### config.mk
export PLATFORM = sky130hd
export DESIGN_NAME = uart_core
export DESIGN_NICKNAME = d
export VERILOG_FILES = /design/src/rtl/uart_core.sv
export SDC_FILE = /design/constraint.sdc
export NUM_CORES = 1
export LEC_CHECK = 0
export BUFFER_PORTS_ARGS = -buffer_cell sky130_fd_sc_hd__buf_2
export CAP_MARGIN = 20
export CORE_MARGIN = 2
export CORE_UTILIZATION = 45
export CTS_BUF_LIST = sky130_fd_sc_hd__clkbuf_2
export DETAILED_ROUTE_END_ITERATION = 8
export GPL_ROUTABILITY_DRIVEN = 0
export GPL_TIMING_DRIVEN = 0
export PLACE_DENSITY = 0.63
export SYNTH_ARGS = -nofsm -noshare
export SYNTH_HDL_FRONTEND = slang
export SYNTH_SLANG_ARGS = --single-unit
### constraint.sdc
create_clock -name sys_clk_i -period 2.2 [get_ports sys_clk_i]
set_clock_uncertainty 0.15 [all_clocks]
set_input_delay 0.11 -clock sys_clk_i [delete_from_list [all_inputs] [get_ports sys_clk_i]]
set_output_delay 0.11 -clock sys_clk_i [all_outputs]
set_load 0.02 [all_outputs]
### src/rtl/uart_core.sv
// Full-duplex 8N1 UART: level-triggered transmitter and centre-sampling receiver.
// Define UART_RX_SYNC_EN to put a two-flop synchroniser in front of the receiver.
module uart_core #(
    parameter int CLKS_PER_BIT = 434
) (
    input  logic       sys_clk_i,
    input  logic       sys_rst_i,
    input  logic       uart_wr_i,
    input  logic [7:0] uart_dat_i,
    output logic       uart_busy,
    output logic       uart_tx,
    input  logic       uart_rd_i,
    input  logic       uart_rx,
    output logic [7:0] uart_dat_o,
    output logic       uart_rx_busy,
    output logic       done
);

    localparam int CW = $clog2(CLKS_PER_BIT);
    localparam logic [CW-1:0] BIT_LAST  = CW'(CLKS_PER_BIT - 1);
    localparam logic [CW-1:0] HALF_LAST = CW'(CLKS_PER_BIT / 2 - 1);

    typedef enum logic [1:0] {IDLE, START, DATA, STOP} state_t;

    state_t        tx_state, tx_state_next;
    logic [CW-1:0] tx_cnt, tx_cnt_next;
    logic [2:0]    tx_bit, tx_bit_next;
    logic [7:0]    tx_shift, tx_shift_next;
    logic          tx_next, busy_next;

    state_t        rx_state, rx_state_next;
    logic [CW-1:0] rx_cnt, rx_cnt_next;
    logic [2:0]    rx_bit, rx_bit_next;
    logic [7:0]    rx_shift, rx_shift_next;
    logic [7:0]    dat_next;
    logic          rx_busy_next, done_next;
    logic          rx_line;

`ifdef UART_RX_SYNC_EN
    logic [1:0] rx_sync;

    always_ff @(posedge sys_clk_i) begin
        if (sys_rst_i) rx_sync <= 2'b11;
        else           rx_sync <= {rx_sync[0], uart_rx};
    end

    assign rx_line = rx_sync[1];
`else
    assign rx_line = uart_rx;
`endif

    always_ff @(posedge sys_clk_i) begin
        if (sys_rst_i) begin
            tx_state  <= IDLE;
            tx_cnt    <= '0;
            tx_bit    <= '0;
            tx_shift  <= '0;
            uart_tx   <= 1'b1;
            uart_busy <= 1'b0;
        end else begin
            tx_state  <= tx_state_next;
            tx_cnt    <= tx_cnt_next;
            tx_bit    <= tx_bit_next;
            tx_shift  <= tx_shift_next;
            uart_tx   <= tx_next;
            uart_busy <= busy_next;
        end
    end

    // The line value for the coming bit is registered at each bit boundary, so uart_tx is glitch-free.
    always_comb begin
        tx_state_next = tx_state;
        tx_cnt_next   = tx_cnt;
        tx_bit_next   = tx_bit;
        tx_shift_next = tx_shift;
        tx_next       = uart_tx;
        busy_next     = uart_busy;
        case (tx_state)
            IDLE: begin
                if (uart_wr_i) begin
                    tx_shift_next = uart_dat_i;
                    tx_cnt_next   = '0;
                    tx_bit_next   = '0;
                    tx_next       = 1'b0;
                    busy_next     = 1'b1;
                    tx_state_next = START;
                end
            end
            START: begin
                if (tx_cnt == BIT_LAST) begin
                    tx_cnt_next   = '0;
                    tx_next       = tx_shift[0];
                    tx_state_next = DATA;
                end else begin
                    tx_cnt_next = tx_cnt + 1'b1;
                end
            end
            DATA: begin
                if (tx_cnt == BIT_LAST) begin
                    tx_cnt_next = '0;
                    if (tx_bit == 3'd7) begin
                        tx_next       = 1'b1;
                        tx_state_next = STOP;
                    end else begin
                        tx_bit_next   = tx_bit + 3'd1;
                        tx_shift_next = tx_shift >> 1;
                        tx_next       = tx_shift[1];
                    end
                end else begin
                    tx_cnt_next = tx_cnt + 1'b1;
                end
            end
            STOP: begin
                if (tx_cnt == BIT_LAST) begin
                    tx_cnt_next   = '0;
                    tx_next       = 1'b1;
                    busy_next     = 1'b0;
                    tx_state_next = IDLE;
                end else begin
                    tx_cnt_next = tx_cnt + 1'b1;
                end
            end
            default: tx_state_next = IDLE;
        endcase
    end

    always_ff @(posedge sys_clk_i) begin
        if (sys_rst_i) begin
            rx_state     <= IDLE;
            rx_cnt       <= '0;
            rx_bit       <= '0;
            rx_shift     <= '0;
            uart_dat_o   <= '0;
            uart_rx_busy <= 1'b0;
            done         <= 1'b0;
        end else begin
            rx_state     <= rx_state_next;
            rx_cnt       <= rx_cnt_next;
            rx_bit       <= rx_bit_next;
            rx_shift     <= rx_shift_next;
            uart_dat_o   <= dat_next;
            uart_rx_busy <= rx_busy_next;
            done         <= done_next;
        end
    end

    // START only waits half a bit, which puts every later sample at a bit centre.
    always_comb begin
        rx_state_next = rx_state;
        rx_cnt_next   = rx_cnt;
        rx_bit_next   = rx_bit;
        rx_shift_next = rx_shift;
        dat_next      = uart_dat_o;
        rx_busy_next  = uart_rx_busy;
        done_next     = 1'b0;
        case (rx_state)
            IDLE: begin
                if (uart_rd_i && !rx_line) begin
                    rx_cnt_next   = '0;
                    rx_bit_next   = '0;
                    rx_busy_next  = 1'b1;
                    rx_state_next = START;
                end
            end
            START: begin
                if (rx_cnt == HALF_LAST) begin
                    rx_cnt_next = '0;
                    if (rx_line) begin
                        rx_busy_next  = 1'b0;
                        rx_state_next = IDLE;
                    end else begin
                        rx_state_next = DATA;
                    end
                end else begin
                    rx_cnt_next = rx_cnt + 1'b1;
                end
            end
            DATA: begin
                if (rx_cnt == BIT_LAST) begin
                    rx_cnt_next   = '0;
                    rx_shift_next = {rx_line, rx_shift[7:1]};
                    if (rx_bit == 3'd7) rx_state_next = STOP;
                    else                rx_bit_next   = rx_bit + 3'd1;
                end else begin
                    rx_cnt_next = rx_cnt + 1'b1;
                end
            end
            STOP: begin
                if (rx_cnt == BIT_LAST) begin
                    rx_cnt_next   = '0;
                    rx_busy_next  = 1'b0;
                    rx_state_next = IDLE;
                    if (rx_line) begin
                        dat_next  = rx_shift;
                        done_next = 1'b1;
                    end
                end else begin
                    rx_cnt_next = rx_cnt + 1'b1;
                end
            end
            default: rx_state_next = IDLE;
        endcase
    end

endmodule

==> results.md, run 1 <==
* Clock root buffer: clkbuf_2
* Reg-to-reg endpoint: uart_tx$_SDFFE_PP1P_
* Hold Path End: tx_shift[7]$_SDFFE_PP0P_
* Site Rows at 28
* Final hold violations at 0
* Post-synthesis cell type count at 51
* Vias/cell at 5.738
* Largest net degree at the start of global routing at 19
* Ant diodes at 0
* TritonCTS clock tree: built
* Worst Hold Depth at 4
* Antenna violations before repair at 0
* Top-Level Pins at 25
* Clock sink count at 56
* Number of synthesized flops with an enable pin at 0
* Vias post-DR at 2,473
* First-pass GRT wire length at 10,720 microns
* Grt ovf at 0
* Routed Wire Length at 6265 microns
* Reg-to-Reg Start: tx_cnt[2]$_SDFFE_PP0N_
* Worst min-delay path class: in2reg
* Clk slew on worst S/H paths at 0.30 ns
* Outcome: finished, final reports clean
* I/O Buffers at 23
* Synth top area cells: dfxtp_1 (40%), mux2i_1 (8.5%), ha_1 (6.2%), a21oi_1 (5.8%), a311oi_1 (4.6%)
* Fillers at 557
* Crit path max fanout at 9
* Post-Synthesis Cells at 312
* Hold Startpoint: uart_dat_i[7]
* Tmin final at 2.115 ns
* Worst setup EP type: register
* Worst EP required at 2.45 ns
* Die width at 83.29 microns
* Tot GR Track Use at 18.45%
* Inserted Clock Buffers at 5
* Clock buffer depth at 2
* Worst Reg-to-Reg Cells at 5
* Hpwl dp at 4340 microns
* Starting Density at 47.22%
* Layout cell share with drive strength beyond 1 at 15.17%
* Wire length per cell at 14.54 microns
* Setup WS pre-CTS at -0.1263 ns
* Most frequent cell after synthesis: dfxtp_1
* FF+latch count, synth at 56
* Final Cell Area at 0.003278 sq mm
* Fin crit share at 96.13%
* Setup violators final at 0
* CORE AREA at 0.005991 sq mm
* Type of origin of the critical path: register
* Top_reg_cell synth: dfxtp_1
* Synth cell count leaders: dfxtp_1 (56), a21oi_1 (33), nor2_1 (26)
* Max-Slew Margin vs Limit at 59.23%
* Number of global-route vias before repair at 2,287
* Max Slew Vio Count at 0
* Maximum VDD drop at 542.8 uV
* Max cap viols at 0
* Hold_ws at 0.3057 ns
* Syn Nets at 339
* Syn_area_per_cell at 9.067 sq um
* Post-synth ARST share at 0%
* DRT iter0 DRCs at 123
* Yosys warns at 0
* Die Ht at 83.29 microns
* RSZ-0062 raised after global routing: false
* Pwr dens at 909.6 mW/mm^2
* Worst reg-to-reg setup slack at 0.09 ns
* Leak pwr at 1.211 nW
* F_max at 472.8 MHz
* Residual DRC at 0
* Full die area at 0.006936 sq mm
* Final setup TNS at 0 ns
* Seq/Total Area, Yosys at 39.63%
* Least-Margin Pin Slew at 0.6097 ns
* Final WS setup at 0.08516 ns
* ANT nets after route at 0
* Post-synth top area share at 39.63%
* Critical path class: reg2reg
* Yosys top cell by area: dfxtp_1
* Pre-antenna DRT Iters at 4
* Mapped Area at 0.002829 sq mm
* WP data arrival at 2.36 ns
* Clk_lat worst skew at 0.45 ns
* Synthesis-to-finish area growth at 15.88%
* CTS HTree Levels at 2
* Post-DP Area at 0.003038 sq mm
* Nets at 382
logic make-up after synthesis:
logic type	after synthesis	share of synthesized area (%)
multiplexers	25	8.890
adder cells (fa/ha/maj)	14	6.192
AO/OA/AOI/OAI	92	22.60
AND/OR/NAND/NOR	92	17.87
flip-flops	56	39.63
buffers and inverters	33	4.820
state kept, by name (all words and copies together), names as in the netlist, named ones only:
name / flops
rx_cnt: 9
tx_cnt: 9
rx_shift: 8
tx_shift: 8
uart_dat_o: 8
rx_bit: 3
tx_bit: 3
tx_state: 2
done: 1
rx_state: 1
uart_busy: 1
uart_rx_busy: 1
uart_tx: 1
layout make-up:
type	instances	area, sq um	share of cell area (%)
Buffer	19	90.09	2.748
Clock buffer	5	25.02	0.7634
Clock inverter	3	22.52	0.6870
Inverter	11	41.29	1.260
Multi-Input combinational cell	223	1583	48.28
Sequential cell	56	1129	34.43
Tap cell	75	93.84	2.863
Timing Repair Buffer	39	294.0	8.969
power by group:
part | total (mW) | internal [mW] | leakage, nW | switching [mW]
Combinational | 1.29 | 0.511 | 0.720 | 0.780
Sequential | 1.26 | 1.15 | 0.457 | 0.111
Clock | 0.430 | 0.0845 | 0.0333 | 0.345
layout by cell type (no fill, tap or decap), types with 4 or more instances in the layout:
cell type,count
nand3_1,9
nand4_1,4
clkbuf_2,6
a311oi_1,15
mux2i_1,24
o22ai_1,7
nand2b_1,4
nor2_1,26
and3_1,5
o21a_1,4
dlygate4sd3_1,12
nor3_1,4
o21ai_0,9
inv_1,11
clkbuf_1,13
ha_1,13
a21oi_1,32
nand4b_1,5
dfxtp_1,52
buf_2,25
nand2_1,18
critical path, cell delays in order (launching register included):
cell      delay (ns)
dfxtp_1         0.36
buf_2           0.16
or4b_4          0.55
o32ai_1         0.33
a21boi_0        0.18
a311o_1         0.33
layer usage:
metal,global-route usage (%),vias to the layer above,wire length (microns),share of wire [%]
met1,26.15,1172,3219,51
li1,-,1250,-,-
met4,4.322,0,46,0.73
met5,0,-,0,0
met2,28.74,47,2737,44
met3,3.877,4,262,4.2
metrics by stage:
stage          std cells  util (%)  power (mW)
6_report             431     54.72       2.982
3_5_place_dp         410     50.71       2.465
3_3_place_gp         410     50.71       2.452
2_1_floorplan        312         -       2.172
4_1_cts              431     54.09       2.946
5_1_grt              431     54.72       3.199
worst max path at each step:
stage                     depth (start not counted)                  endpoint  slack [ns]                      from
after floorplan                                   5  rx_shift[0]$_SDFFE_PP0P_        0.13    rx_cnt[2]$_SDFFE_PP0N_
after global placement                            8    tx_bit[1]$_SDFFE_PP0P_       -0.12  tx_state[0]$_SDFFE_PP0P_
after detailed placement                          8    tx_bit[1]$_SDFFE_PP0P_       -0.13  tx_state[0]$_SDFFE_PP0P_
after CTS                                         5    rx_bit[0]$_SDFFE_PP0P_        0.01    rx_cnt[2]$_SDFFE_PP0N_
after global routing                              6  tx_shift[6]$_SDFFE_PP0P_       0.009    tx_cnt[2]$_SDFFE_PP0N_
final                                             5      uart_tx$_SDFFE_PP1P_        0.09    tx_cnt[2]$_SDFFE_PP0N_
what timing repair did:
item	4_1_cts	5_1_grt
pin swaps	3	5
endpoints found under the hold margin	31	0
buffers inserted	2	2
hold buffers	12	0
resized for setup	4	10
setup endpoints to repair	35	27
No activity file was read; power rests on OpenSTA's default activity.
==> run 2, diff against run 1 <==
- ABC_AREA: unset -> 1
==> results.md, run 2 <==
* Vias/cell at 5.011
* Critical path class: reg2reg
* CTS HTree Levels at 2
* Clk_lat worst skew at 0.46 ns
* Synthesis-to-finish area growth at 13.51%
* Pwr dens at 1002 mW/mm^2
* Clk slew on worst S/H paths at 0.32 ns
* Full die area at 0.006972 sq mm
* Outcome: finished, final reports clean
* Syn_area_per_cell at 7.005 sq um
* Seq/Total Area, Yosys at 39.42%
* Top_reg_cell synth: dfxtp_1
* Tot GR Track Use at 17.67%
* Setup violators final at 0
* Biggest regs: rx_cnt (9), tx_cnt (9)
* CORE AREA at 0.006026 sq mm
* Maximum VDD drop at 478.8 uV
* Post_cts resized at 0
* CTS Hold Bufs at 12
* Worst min-delay path class: in2reg
* Max-Slew Margin vs Limit at 63.02%
* DRT iter0 DRCs at 103
* Mapped Area at 0.002844 sq mm
* Post-Synthesis Cells at 406
* Number of global-route vias before repair at 2,390
* Die width at 83.50 microns
* Setup WS pre-CTS at 0.3224 ns
* Post CTS Setup Buffer Count at 0
* Routed Wire Length at 5824 microns
* Inserted Clock Buffers at 5
* WP data arrival at 2.15 ns
* Ant diodes at 0
* Max Slew Vio Count at 0
* Fin crit share at 86.48%
* TritonCTS clock tree: built
* First-pass GRT wire length at 10,470 microns
* Type of origin of the critical path: register
* Post-synth ARST share at 0%
* Die Ht at 83.50 microns
* Tmin final at 1.903 ns
* Hpwl dp at 4183 microns
* Clock sink count at 56
* Worst EP required at 2.45 ns
* RSZ-0062 raised after global routing: false
* Nets at 476
* Top-Level Pins at 25
* I/O Buffers at 24
* Leak pwr at 1.377 nW
* Syn Nets at 433
* Final WS setup at 0.2974 ns
* Pre-antenna DRT Iters at 4
* Synth top area cells: dfxtp_1 (39%), nand2_1 (12%), a21oi_1 (6.9%), nand3_1 (6.7%), inv_1 (6.5%)
* Most frequent cell after synthesis: nand2_1
* Antenna violations before repair at 0
* Crit path max fanout at 10
* Commonest non-fill, non-tap cell in the layout: nand2_1
* Grt ovf at 0
* Site Rows at 28
* Vias post-DR at 2,631
* FF+latch count, synth at 56
* ANT nets after route at 0
* Final hold violations at 0
* Layout cell share with drive strength beyond 1 at 12.67%
* Wire length per cell at 11.09 microns
* F_max at 525.6 MHz
* Clock buffer depth at 2
* Clock root buffer: clkbuf_2
* Synth cell count leaders: nand2_1 (90), dfxtp_1 (56), inv_1 (49)
* Final core occ at 53.57%
* Max cap viols at 0
* Largest net degree at the start of global routing at 20
* Starting Density at 47.20%
* Most frequent cells in the layout: nand2_1 (90), dfxtp_1 (56), inv_1 (49)
* Residual DRC at 0
* Number of synthesized flops with an enable pin at 0
* Post-synthesis cell type count at 32
* Yosys warns at 0
* Final setup TNS at 0 ns
* Worst setup EP type: register
* Post-synth top area share at 39.42%
* Yosys top cell by area: dfxtp_1
* Least-Margin Pin Slew at 0.5547 ns
[run 2: layout make-up]
type                    count  area, sq um
fillers                   632         2798
multi-input cells         288         1471
flip-flops and latches     56         1121
repair buffers             36        240.2
inverters                  51        191.4
well taps                  75        93.84
plain buffers              11        60.06
clock buffers               5        25.02
clock inverters             3        25.02
[run 2: per-layer routing]
layer | routed length, microns | track usage (%) | vias up
met2 | 2672 | 29.69 | 29
met1 | 2911 | 23.68 | 1208
li1 | - | - | 1390
met5 | 0 | 0 | -
met3 | 187 | 3.363 | 4
met4 | 53 | 3.959 | 0
[run 2: worst paths after layout]
kind	startpoint	endpoint	slack [ns]	depth (start not counted)
max	tx_state[0]$_SDFFE_PP0P_	tx_shift[7]$_SDFFE_PP0P_	0.30	9
min	uart_rx	rx_shift[7]$_SDFFE_PP0P_	0.27	4
max reg2reg	tx_state[0]$_SDFFE_PP0P_	tx_shift[7]$_SDFFE_PP0P_	0.30	9
min reg2reg	uart_dat_o[3]$_SDFFE_PP0P_	uart_dat_o[3]$_SDFFE_PP0P_	0.31	2
[run 2: worst max-delay path: stages (launching register included)]
cell	delay, ns
dfxtp_1	0.46
inv_1	0.10
ha_1	0.23
nand2_1	0.27
nand2_1	0.14
nand2_1	0.11
buf_4	0.17
nand3_1	0.09
nand2_1	0.09
nor2_2	0.05
[run 2: where the power goes]
group / internal [mW] / switching, mW / total (mW)
logic: 0.546 / 0.923 / 1.47
registers: 1.19 / 0.127 / 1.32
clock network: 0.0876 / 0.360 / 0.447
[run 2: logic make-up after synthesis]
kind of cell / count (synthesis) / synth area share (%)
xor gates and xnor gates: 1 / 0.3080
AOI/OAI and AO/OA: 71 / 13.15
DFF: 56 / 39.42
muxes: 7 / 2.464
and+or+nand+nor: 195 / 29.65
adders and majority gates: 14 / 6.159
buffers and inverters: 62 / 8.843
[run 2: per-stage QoR]
stage          cell area (sq um)  total power, mW  hold WS (ns)  cells
5_1_grt                     3228            3.571        0.2662    525
3_5_place_dp                3058            2.803        0.2496    505
3_3_place_gp                3058            2.772        0.2360    505
6_report                    3228            3.234        0.2702    525
2_1_floorplan               2844            2.487       0.03847    406
4_1_cts                     3228            3.269        0.2384    525
==> run 3, diff against run 2 <==
- CELL_PAD_IN_SITES_DETAIL_PLACEMENT: unset -> 1
- CELL_PAD_IN_SITES_GLOBAL_PLACEMENT: unset -> 2
- CORE_UTILIZATION: 45 -> 31
- PLACE_DENSITY: 0.63 -> 0.75
- REMOVE_ABC_BUFFERS: unset -> 1
==> results.md, run 3 (same netlist as run 2, synthesis figures left out) <==
* Outcome: finished, final reports clean
* Clk_lat worst skew at 0.47 ns
* Worst setup EP type: register
* Biggest regs: rx_cnt (9), tx_cnt (9)
* Fin crit share at 91.23%
* CORE AREA at 0.008806 sq mm
* Commonest non-fill, non-tap cell in the layout: nand2_1
* Max Slew Vio Count at 0
* ANT nets after route at 0
* Worst path slowest cell: dfxtp_1
* Tmin final at 2.007 ns
* Pre-antenna DRT Iters at 4
* Max cap viols at 0
* Setup violators final at 0
* Clock sink count at 56
* Worst min-delay path class: in2reg
* Clock buffer depth at 2
* Vias post-DR at 2,621
* Critical path class: reg2reg
* Inserted Clock Buffers at 5
* Final core occ at 37.99%
* F_max at 498.2 MHz
* Routed Wire Length at 7017 microns
* Synthesis-to-finish area growth at 17.64%
* Worst EP required at 2.51 ns
* Full die area at 0.009956 sq mm
* Most frequent cells in the layout: nand2_1 (89), dfxtp_1 (56), inv_1 (49)
* Crit path buf inv count at 3
* CTS HTree Levels at 2
* Die Ht at 99.78 microns
* Ant diodes at 0
* TritonCTS clock tree: built
* WP data arrival at 2.32 ns
* Grt ovf at 0
* Site Rows at 34
* Pwr dens at 1077 mW/mm^2
* Leak pwr at 1.413 nW
* Number of global-route vias before repair at 2,679
* First-pass GRT wire length at 12,080 microns
* Max-Slew Margin vs Limit at 66.72%
* Tot GR Track Use at 14.70%
* Antenna violations before repair at 0
* Critical Path, Cell by Cell: inv_1 -> ha_4 -> inv_2 -> or2_1 -> o21ai_4 -> a21boi_4 -> buf_4 -> nor2_1 -> nor2_2
* Top-Level Pins at 25
* Type of origin of the critical path: register
* Die width at 99.78 microns
* Final hold violations at 0
* Least-Margin Pin Slew at 0.4992 ns
* Wire length per cell at 12.69 microns
* Hold_ws at 0.02436 ns
* I/O Buffers at 24
* Layout cell share with drive strength beyond 1 at 13.48%
* Largest net degree at the start of global routing at 34
* Starting Density at 32.30%
* Clk slew on worst S/H paths at 0.33 ns
* Nets at 471
* Crit path max fanout at 12
* RSZ-0062 raised after global routing: false
* Maximum VDD drop at 355.7 uV
* Hpwl dp at 4871 microns
* Residual DRC at 0
* Clock root buffer: clkbuf_2
* Crit-path leading delay family: compound AO/OA/AOI/OAI gates
* DRT iter0 DRCs at 48
* Vias/cell at 4.740
* Worst path max stage delay at 0.42 ns
[run 3: cell count changes in the layout (fill, tap and decap cells not counted), sizes merged]
cell	previous run	this run
clkbuf	8	5
bufinv	0	2
buf	32	31
clkinvlp	1	0
dlygate4sd3	12	11
inv	53	52
[run 3: area by class of cell]
type | count | area, sq um
Timing Repair Buffer | 42 | 302.8
Clock buffer | 5 | 25.02
Clock inverter | 3 | 68.82
Sequential cell | 56 | 1121
Tap cell | 108 | 135.1
Fill cell | 1163 | 5460
Inverter | 51 | 191.4
Multi-Input combinational cell | 288 | 1501
[run 3: worst min-delay path: stages]
cell     delay [ns]
buf_2          0.08
nand2_1        0.04
nand2_1        0.20
o22ai_1        0.11
nand2_1        0.06
inv_1          0.03
[run 3: final timing paths]
| check | start | to | slack (ns) | cells past startpoint |
|---|---|---|---|---|
| hold / removal | uart_rd_i | rx_cnt[2]$_SDFFE_PP0N_ | 0.02 | 6 |
| setup / recovery | tx_state[0]$_SDFFE_PP0P_ | tx_shift[6]$_SDFFE_PP0P_ | 0.19 | 9 |
| hold reg to reg | uart_dat_o[5]$_SDFFE_PP0P_ | uart_dat_o[5]$_SDFFE_PP0P_ | 0.31 | 2 |
| setup reg to reg | tx_state[0]$_SDFFE_PP0P_ | tx_shift[6]$_SDFFE_PP0P_ | 0.19 | 9 |
[run 3: power breakdown]
group          total [mW]  switching (mW)  internal (mW)
logic                1.61            1.00          0.612
registers            1.32           0.130           1.19
clock network       0.672           0.362          0.310
total                3.60            1.49           2.11
[run 3: through the flow]
step	std cells	area [sq um]	worst slack (ns)	power (mW)	TNS [ns]
2_1_floorplan	395	2784	0.02730	2.403	0
3_3_place_gp	527	3039	-0.5299	2.740	-5.733
3_5_place_dp	527	3039	-0.5363	2.795	-5.709
4_1_cts	549	3293	0.03475	3.636	0
5_1_grt	553	3346	0.01005	3.928	0
6_report	553	3346	0.1929	3.604	0
[run 3: metal layers]
layer,track usage (%),up-vias,wire length [microns]
met4,4.426,0,91
li1,-,1382,-
met3,1.880,7,115
met2,26.82,18,3317
met1,18.03,1214,3493
met5,0,-,0
[run 3: timing repair]
| action | CTS | global route |
|---|---|---|
| resized for setup | 4 | 1 |
| hold endpoints to repair | 30 | 0 |
| hold buffers | 11 | 0 |
| buffers inserted | 3 | 3 |
| gates cloned | 0 | 0 |
| endpoints found under the setup margin | 11 | 11 |
